`config.mk`:
```
export PLATFORM = sky130hd
export DESIGN_NAME = freq_addr_sched
export DESIGN_NICKNAME = d
export VERILOG_FILES = /design/src/rtl/freq_addr_sched.sv
export SDC_FILE = /design/constraint.sdc
export NUM_CORES = 1
export LEC_CHECK = 0
export ABC_AREA = 1
export BUFFER_PORTS_ARGS = -buffer_cell sky130_fd_sc_hd__buf_2
export CAP_MARGIN = 40
export CORE_AREA = 5 5 50 52
export DETAILED_ROUTE_END_ITERATION = 8
export DIE_AREA = 0 0 55 57
export PLACE_DENSITY = 0.7
export SLEW_MARGIN = 20
export SYNTH_ARGS = -nofsm -noshare
export SYNTH_HDL_FRONTEND = slang
export SYNTH_SLANG_ARGS = --single-unit
```
`constraint.sdc`:
```
create_clock -name clk -period 1.2 [get_ports clk]
set_clock_uncertainty 0.15 [all_clocks]
set_input_delay 0.12 -clock clk [delete_from_list [all_inputs] [get_ports clk]]
set_output_delay 0.12 -clock clk [all_outputs]
set_load 0.02 [all_outputs]
```
`src/rtl/freq_addr_sched.sv`:
```
// freq_addr_sched
//   Round-robin scheduler in front of the 8-entry frequency register bank
//   address port. Two requesters each ask for a burst (start address plus
//   beat count minus one). One requester is granted at a time, and its
//   address sequence is issued on a valid/ready stream. Addresses wrap
//   modulo 2**ADDR_W.
//
// Ports
//   clk, rst_n          clock (rising edge), asynchronous active-low reset
//   req[1:0]            level requests, sampled only while idle
//   start_addr0/1       first address of each requester's burst
//   len0/1              beat count minus 1 of each requester's burst
//   flush               abort the current burst (no done pulse)
//   gnt[1:0]            one-hot grant, held for the whole burst
//   addr_valid/ready    address beat handshake
//   addr, addr_last     current address and final-beat flag
//   addr_src            index of the granted requester
//   busy                high while a burst is in progress
//   done[1:0]           one-cycle completion pulse per requester
//
// Handshake: a beat transfers on a rising edge where addr_valid and
// addr_ready are both high. While addr_valid is high and addr_ready is low,
// addr, addr_last, addr_src and gnt stay stable. addr_valid never drops
// before its beat transfers, except on flush or reset.
module freq_addr_sched #(
  parameter int ADDR_W = 3
) (
  input  logic              clk,
  input  logic              rst_n,
  input  logic [1:0]        req,
  input  logic [ADDR_W-1:0] start_addr0,
  input  logic [ADDR_W-1:0] len0,
  input  logic [ADDR_W-1:0] start_addr1,
  input  logic [ADDR_W-1:0] len1,
  input  logic              flush,
  output logic [1:0]        gnt,
  output logic              addr_valid,
  input  logic              addr_ready,
  output logic [ADDR_W-1:0] addr,
  output logic              addr_last,
  output logic              addr_src,
  output logic              busy,
  output logic [1:0]        done
);

  typedef enum logic {IDLE = 1'b0, BURST = 1'b1} state_t;

  state_t            state_q, state_d;
  logic [ADDR_W-1:0] addr_q;   // current beat address
  logic [ADDR_W-1:0] cnt_q;    // beats remaining after the current one
  logic              src_q;    // granted requester
  logic              ptr_q;    // requester favoured on a tie
  logic [1:0]        done_q;
  logic              win;
  logic              hs;
  logic              last_hs;

  // A tie goes to the pointer. Otherwise, the single active requester wins.
  always_comb begin
    win = 1'b0;
    if (req == 2'b11) win = ptr_q;
    else              win = req[1];
  end

  assign hs      = (state_q == BURST) && addr_ready;
  assign last_hs = hs && (cnt_q == '0);

  // State register
  always_ff @(posedge clk or negedge rst_n) begin
    if (!rst_n) state_q <= IDLE;
    else        state_q <= state_d;
  end

  // Next-state logic. Flush takes priority over a last-beat handshake.
  always_comb begin
    state_d = state_q;
    case (state_q)
      IDLE:    if (req != 2'b00)     state_d = BURST;
      BURST:   if (flush || last_hs) state_d = IDLE;
      default: state_d = IDLE;
    endcase
  end

  // Burst datapath, round-robin pointer and done pulse
  always_ff @(posedge clk or negedge rst_n) begin
    if (!rst_n) begin
      addr_q <= '0;
      cnt_q  <= '0;
      src_q  <= 1'b0;
      ptr_q  <= 1'b0;
      done_q <= 2'b00;
    end else begin
      done_q <= 2'b00;
      case (state_q)
        IDLE: begin
          if (req != 2'b00) begin
            addr_q <= win ? start_addr1 : start_addr0;
            cnt_q  <= win ? len1 : len0;
            src_q  <= win;
          end
        end
        BURST: begin
          if (flush) begin
            ptr_q <= ~src_q;
          end else if (hs) begin
            if (cnt_q == '0) begin
              ptr_q  <= ~src_q;
              done_q <= src_q ? 2'b10 : 2'b01;
            end else begin
              addr_q <= addr_q + ADDR_W'(1);
              cnt_q  <= cnt_q - ADDR_W'(1);
            end
          end
        end
        default: ;
      endcase
    end
  end

  // Outputs. While idle, every beat-related output is forced to zero.
  always_comb begin
    busy       = (state_q == BURST);
    addr_valid = busy;
    addr       = busy ? addr_q : '0;
    addr_last  = busy && (cnt_q == '0);
    addr_src   = busy ? src_q : 1'b0;
    gnt        = busy ? (src_q ? 2'b10 : 2'b01) : 2'b00;
    done       = done_q;
  end

endmodule

```
## Yosys cells after proc, flatten, opt, wreduce, memory -nomap -nowiden

Cells that the tools add are included.

- Register bits after elaboration: 11
- Input bits: 18
- Output and inout port bits: 11

- Add/sub/neg operators: 2
- Equality and inequality tests: 5
- Muxes and demuxes: 27
- Bitwise logic cells: 2
- Reduce and logical (&&, ||, !) cells: 11

Operators by type and width:

| kind | number |
|---|---|
| 2-to-1 mux 3 bit | 11 |
| 2-to-1 mux 2 bit | 6 |
| case mux 3 bit (2 select lines) | 2 |
| 2-to-1 mux 1 bit | 7 |
| inequality test 2 bit, second input constant | 3 |
| nonzero test 2 bit | 3 |
| AND reduction 4 bit | 1 |
| adder 3 x 1 -> 3 bit, second input constant | 1 |
| logical AND 1 bit | 3 |
| logical NOT 3 bit | 1 |
| AND reduction 3 bit | 1 |
| subtractor 3 x 1 -> 3 bit, second input constant | 1 |
| equality test 2 bit, second input constant | 1 |
| inequality test 2 x 1 -> 1 bit, second input constant | 1 |
| inverter 1 bit | 2 |
| case mux 1 bit (2 select lines) | 1 |
| AND reduction 2 bit | 1 |
| logical OR 1 bit | 1 |

## Logic depth before layout (Yosys ltp)

- Word-level depth: 5
- Mapped depth: 8
- Mapped depth without buffers: 8

## Worst setup path after synthesis

Ideal clock, no wire load.

- Kind: register to output
- Start point: reg state_q, in the netlist addr_valid
- End point: out addr_last
- Arrival: 1.124 ns
- Data required time: 0.930 ns
- Setup slack: -0.194 ns
- Cell stages (with the launch flop): 5
- Path buffers: 2
- Cells stage by stage: dfrtp_1 > buf_6 > inv_2 > buf_6 > nor2_1

- Word-level cells in the longest chain between the ends: 1

Ends and longest elaborated chain:

| item | RTL line | text |
|---|---|---|
| start: declaration | 48 | `state_t state_q, state_d;` |
| start signal: assignment | 71 | `else state_q <= state_d;` |
| logical AND 1 bit | 125 | `addr_last = busy && (cnt_q == '0);` |
| end: declaration | 40 | `output logic addr_last,` |

No other way between the ends.

## Final worst setup path

- Start point: reg cnt_q[0]
- End point: reg addr_q[2]

- Word-level cells in the longest chain between the ends: 3

Ends and longest elaborated chain:

| item | RTL line | text |
|---|---|---|
| start: declaration | 50 | `logic [ADDR_W-1:0] cnt_q;` |
| start signal: assignment | 98 | `cnt_q <= win ? len1 : len0;` |
| start signal: assignment | 111 | `cnt_q <= cnt_q - ADDR_W'(1);` |
| logical NOT 3 bit | 106 | `if (cnt_q == '0) begin` |
| inequality test 2 bit (no line) | n/a |  |
| AND reduction 4 bit (no line) | n/a |  |
| end signal: assignment | 97 | `addr_q <= win ? start_addr1 : start_addr0;` |
| end signal: assignment | 110 | `addr_q <= addr_q + ADDR_W'(1);` |
| end: declaration | 49 | `logic [ADDR_W-1:0] addr_q;` |

No other way between the ends.
A chain may end at the register's enable or synchronous reset.

==> metrics.txt <==
TritonCTS clock tree=built; failing checks=setup timing; met3 wirelength from detailed routing=137 um; Die Height=57 um; Syn Area/Cell=7.12 um2; fin nets=182; buffer levels on the longest clock path=2; worst setup path class=flip-flop to flip-flop; Warnings, synthesis=0; category of the worst setup path capture point=flip-flop; Post-Synthesis Net Count=133; DRT antenna net count=0; unrepaired setup endpoints after global routing=yes; terminating pin of the worst hold path=cnt_q[1]; critical path data required time=1.22 ns; hold violation total from the final report=0; Std-Cell Core Area=0.00206 mm2; startpoint of the lowest-slack hold path=len1[1]; pin count of the biggest net entering global routing=12; outcome=finished with violations; reg-to-reg endpoint=addr_q[2]; root buffer cell=sky130_fd_sc_hd__clkbuf_4; worst hold path type=input port to flip-flop; Die X-Extent=55 um; Tightest Pin Transition=0.331 ns; detailed placer's ending HPWL=1.57 mm; clk slew on worst S/H paths=0.07 ns; total routed wirelength=2.38 mm; Arrival @ worst endpoint=1.49 ns; power density over the cells=2250 mW/mm2; launching point of the worst reg2reg path=cnt_q[0]; Port Buf Inserts=28; post-DR wirelength/cell=12.6 um; register-to-register path setup slack=-0.27 ns; Max-slew headroom=0.779; gate count of the mapped netlist=112; worst-case setup margin in the final layout=-0.270 ns; clock period minus final worst setup slack=1.47 ns; die area=0.00314 mm2; antenna violations before repair=0; flip-flop cell with the highest count after synthesis=sky130_fd_sc_hd__dfrtp_1; number of max-slew violations in the final report=0; achievable frequency=0.680 GHz; Synth Cell Area=797 um2; sequential share of the synthesized area=0.345; met1 routed wirelength after detailed routing=845 um; number of optimization iterations in the first detailed-route pass=4; largest voltage drop on the vdd net=1.31 mV; TritonCTS Buffers=3; Unique masters post-synth=21; CTS H-Tree Depth=1; Ant. Diodes=0; number of maximum-capacitance constraint violations=0; violation count after the first detailed-routing iteration=14; Tcrit/Tclk final=1.22; Clock Sinks=11; initial core utilization=0.386; worst reg-to-reg path cell count=8; total vias in the final route=900; gr usage total=0.163; Met2 Routed Length=1.35 mm; number of flops mapped to enable cells by yosys=0; overall power=2980 uW; GRT overflow=0; vias per std cell=4.79; boundary pin count=29; via count of the first global-routing pass=886; critical path peak fanout=6; global placement routability congestion=0.805; signed area change from the synthesized netlist to the final layout=66.2%; clock latency at the later pin of the worst-skew pair=0.28 ns; Async S/R FF share, synth=1.00; setup violation total in the final timing report=19; # DRC=0; cell depth of the worst hold path=5; Leak Pwr=0.000687 uW; Cell Rows=17; wire length of the first global-routing pass=3.70 mm; top routing layer in use=met4; fraction of layout instances using a drive strength above 1=0.531; final core utilization=0.642; Setup crit start kind=flip-flop; count of state elements after synthesis=11
## layout by cell type (no fill, tap or decap)
cell type                       count
sky130_fd_sc_hd__nand3b_1           1
sky130_fd_sc_hd__dfrtp_2            1
sky130_fd_sc_hd__a21oi_1            3
sky130_fd_sc_hd__buf_6             14
sky130_fd_sc_hd__o21ai_0            1
sky130_fd_sc_hd__nand2_8            2
sky130_fd_sc_hd__nor4_4             2
sky130_fd_sc_hd__inv_2              6
sky130_fd_sc_hd__inv_1              6
sky130_fd_sc_hd__nor2_4             4
sky130_fd_sc_hd__nor2_1            14
sky130_fd_sc_hd__inv_4              3
sky130_fd_sc_hd__nand2_2            7
sky130_fd_sc_hd__clkbuf_4           3
sky130_fd_sc_hd__o21ai_1            1
sky130_fd_sc_hd__ha_1               2
sky130_fd_sc_hd__nand3_1            6
sky130_fd_sc_hd__buf_4             14
sky130_fd_sc_hd__buf_2             19
sky130_fd_sc_hd__nand2_4            3
sky130_fd_sc_hd__a21boi_1           1
sky130_fd_sc_hd__dlygate4sd3_1      2
sky130_fd_sc_hd__o21ai_4            2
sky130_fd_sc_hd__nor3_1             1
sky130_fd_sc_hd__a21oi_2            3
sky130_fd_sc_hd__clkbuf_1           1
sky130_fd_sc_hd__dfrtp_1           10
sky130_fd_sc_hd__nor2_2             1
sky130_fd_sc_hd__nand2_1           26
sky130_fd_sc_hd__ha_4               1
## kinds of logic after synthesis
family                   synth area share
AND/OR/NAND/NOR                     0.385
buffers and inverters               0.132
AO/OA/AOI/OAI                      0.0911
flip-flops                          0.345
adder cells (fa/ha/maj)            0.0471
## critical path, stage by stage, from the launching register on
cell	delay [ns]
sky130_fd_sc_hd__dfrtp_1	0.40
sky130_fd_sc_hd__inv_2	0.09
sky130_fd_sc_hd__ha_4	0.15
sky130_fd_sc_hd__nand2_4	0.06
sky130_fd_sc_hd__buf_6	0.13
sky130_fd_sc_hd__nand2_8	0.09
sky130_fd_sc_hd__nand2_8	0.07
sky130_fd_sc_hd__nor2_1	0.14
sky130_fd_sc_hd__nor2_1	0.06
## what timing repair did
item                                   in CTS  in global routing
setup endpoints to repair                  19                 20
buffers inserted                            7                  1
pin swaps                                   3                  4
hold buffers                                2                  0
cloned                                      0                  0
endpoints found under the hold margin      13                  0
gates resized for setup                    37                 18
## synth_stat cells (2+ instances only)
library cell / number / area (um2)
sky130_fd_sc_hd__ha_1: 3 / 37.5
sky130_fd_sc_hd__nand2_4: 3 / 33.8
sky130_fd_sc_hd__nor2_1: 18 / 67.6
sky130_fd_sc_hd__inv_1: 12 / 45.0
sky130_fd_sc_hd__nand3_1: 6 / 30.0
sky130_fd_sc_hd__buf_4: 2 / 15.0
sky130_fd_sc_hd__buf_6: 3 / 33.8
sky130_fd_sc_hd__nand2_2: 3 / 18.8
sky130_fd_sc_hd__a21oi_1: 5 / 25.0
sky130_fd_sc_hd__inv_2: 3 / 11.3
sky130_fd_sc_hd__nand2_1: 32 / 120
sky130_fd_sc_hd__dfrtp_1: 11 / 275
sky130_fd_sc_hd__o21ai_0: 2 / 10.0
sky130_fd_sc_hd__nor4_1: 2 / 12.5
## state kept, by name, indices dropped and copies added (netlist names)
register,cells
addr_q,3
cnt_q,3
done,2
addr_valid,1
ptr_q,1
src_q,1
## worst max-delay path by stage
stage / end / cells after the start / startpoint / slack [ns]
3_3_place_gp: addr_q[2] / 8 / cnt_q[0] / -0.11
6_report: addr_q[2] / 8 / cnt_q[0] / -0.27
3_5_place_dp: cnt_q[2] / 8 / cnt_q[0] / -0.16
5_1_grt: addr_q[2] / 8 / cnt_q[0] / -0.36
2_1_floorplan: addr_q[2] / 8 / addr_valid / -0.12
4_1_cts: addr_last / 5 / cnt_q[1] / -0.25
## through the flow
stage          setup TNS, ns  setup slack (ns)  hold slack [ns]  area (um2)  std cells
2_1_floorplan         -0.591            -0.117           -0.326         811        112
3_3_place_gp          -0.670            -0.108           -0.144        1020        174
3_5_place_dp           -1.17            -0.158           -0.132        1020        174
4_1_cts                -2.91            -0.247          0.00201        1240        187
5_1_grt                -4.15            -0.358           0.0248        1330        188
6_report               -3.30            -0.270          0.00291        1330        188
## power breakdown
group	leakage, uW	total [uW]	internal [uW]	switching, uW
clock	0.0000150	268	129	139
combinational	0.000540	2040	961	1080
sequential	0.000132	680	521	159
total	0.000687	2980	1610	1370
## area by class of cell
class / count / area, um2
fillers: 174 / 738
flip-flops and latches: 11 / 277
clock buffers: 4 / 26.3
well taps: 28 / 35.0
multi-input cells: 81 / 546
inverters: 15 / 63.8
repair buffers: 49 / 378
## metal layers
metal / vias to the layer above / global-route usage
met5: - / 0
met4: 0 / 0.0556
met3: 5 / 0.0522
met2: 22 / 0.284
met1: 429 / 0.180
li1: 444 / -
Note: power is estimated with default switching activity, not from simulation.
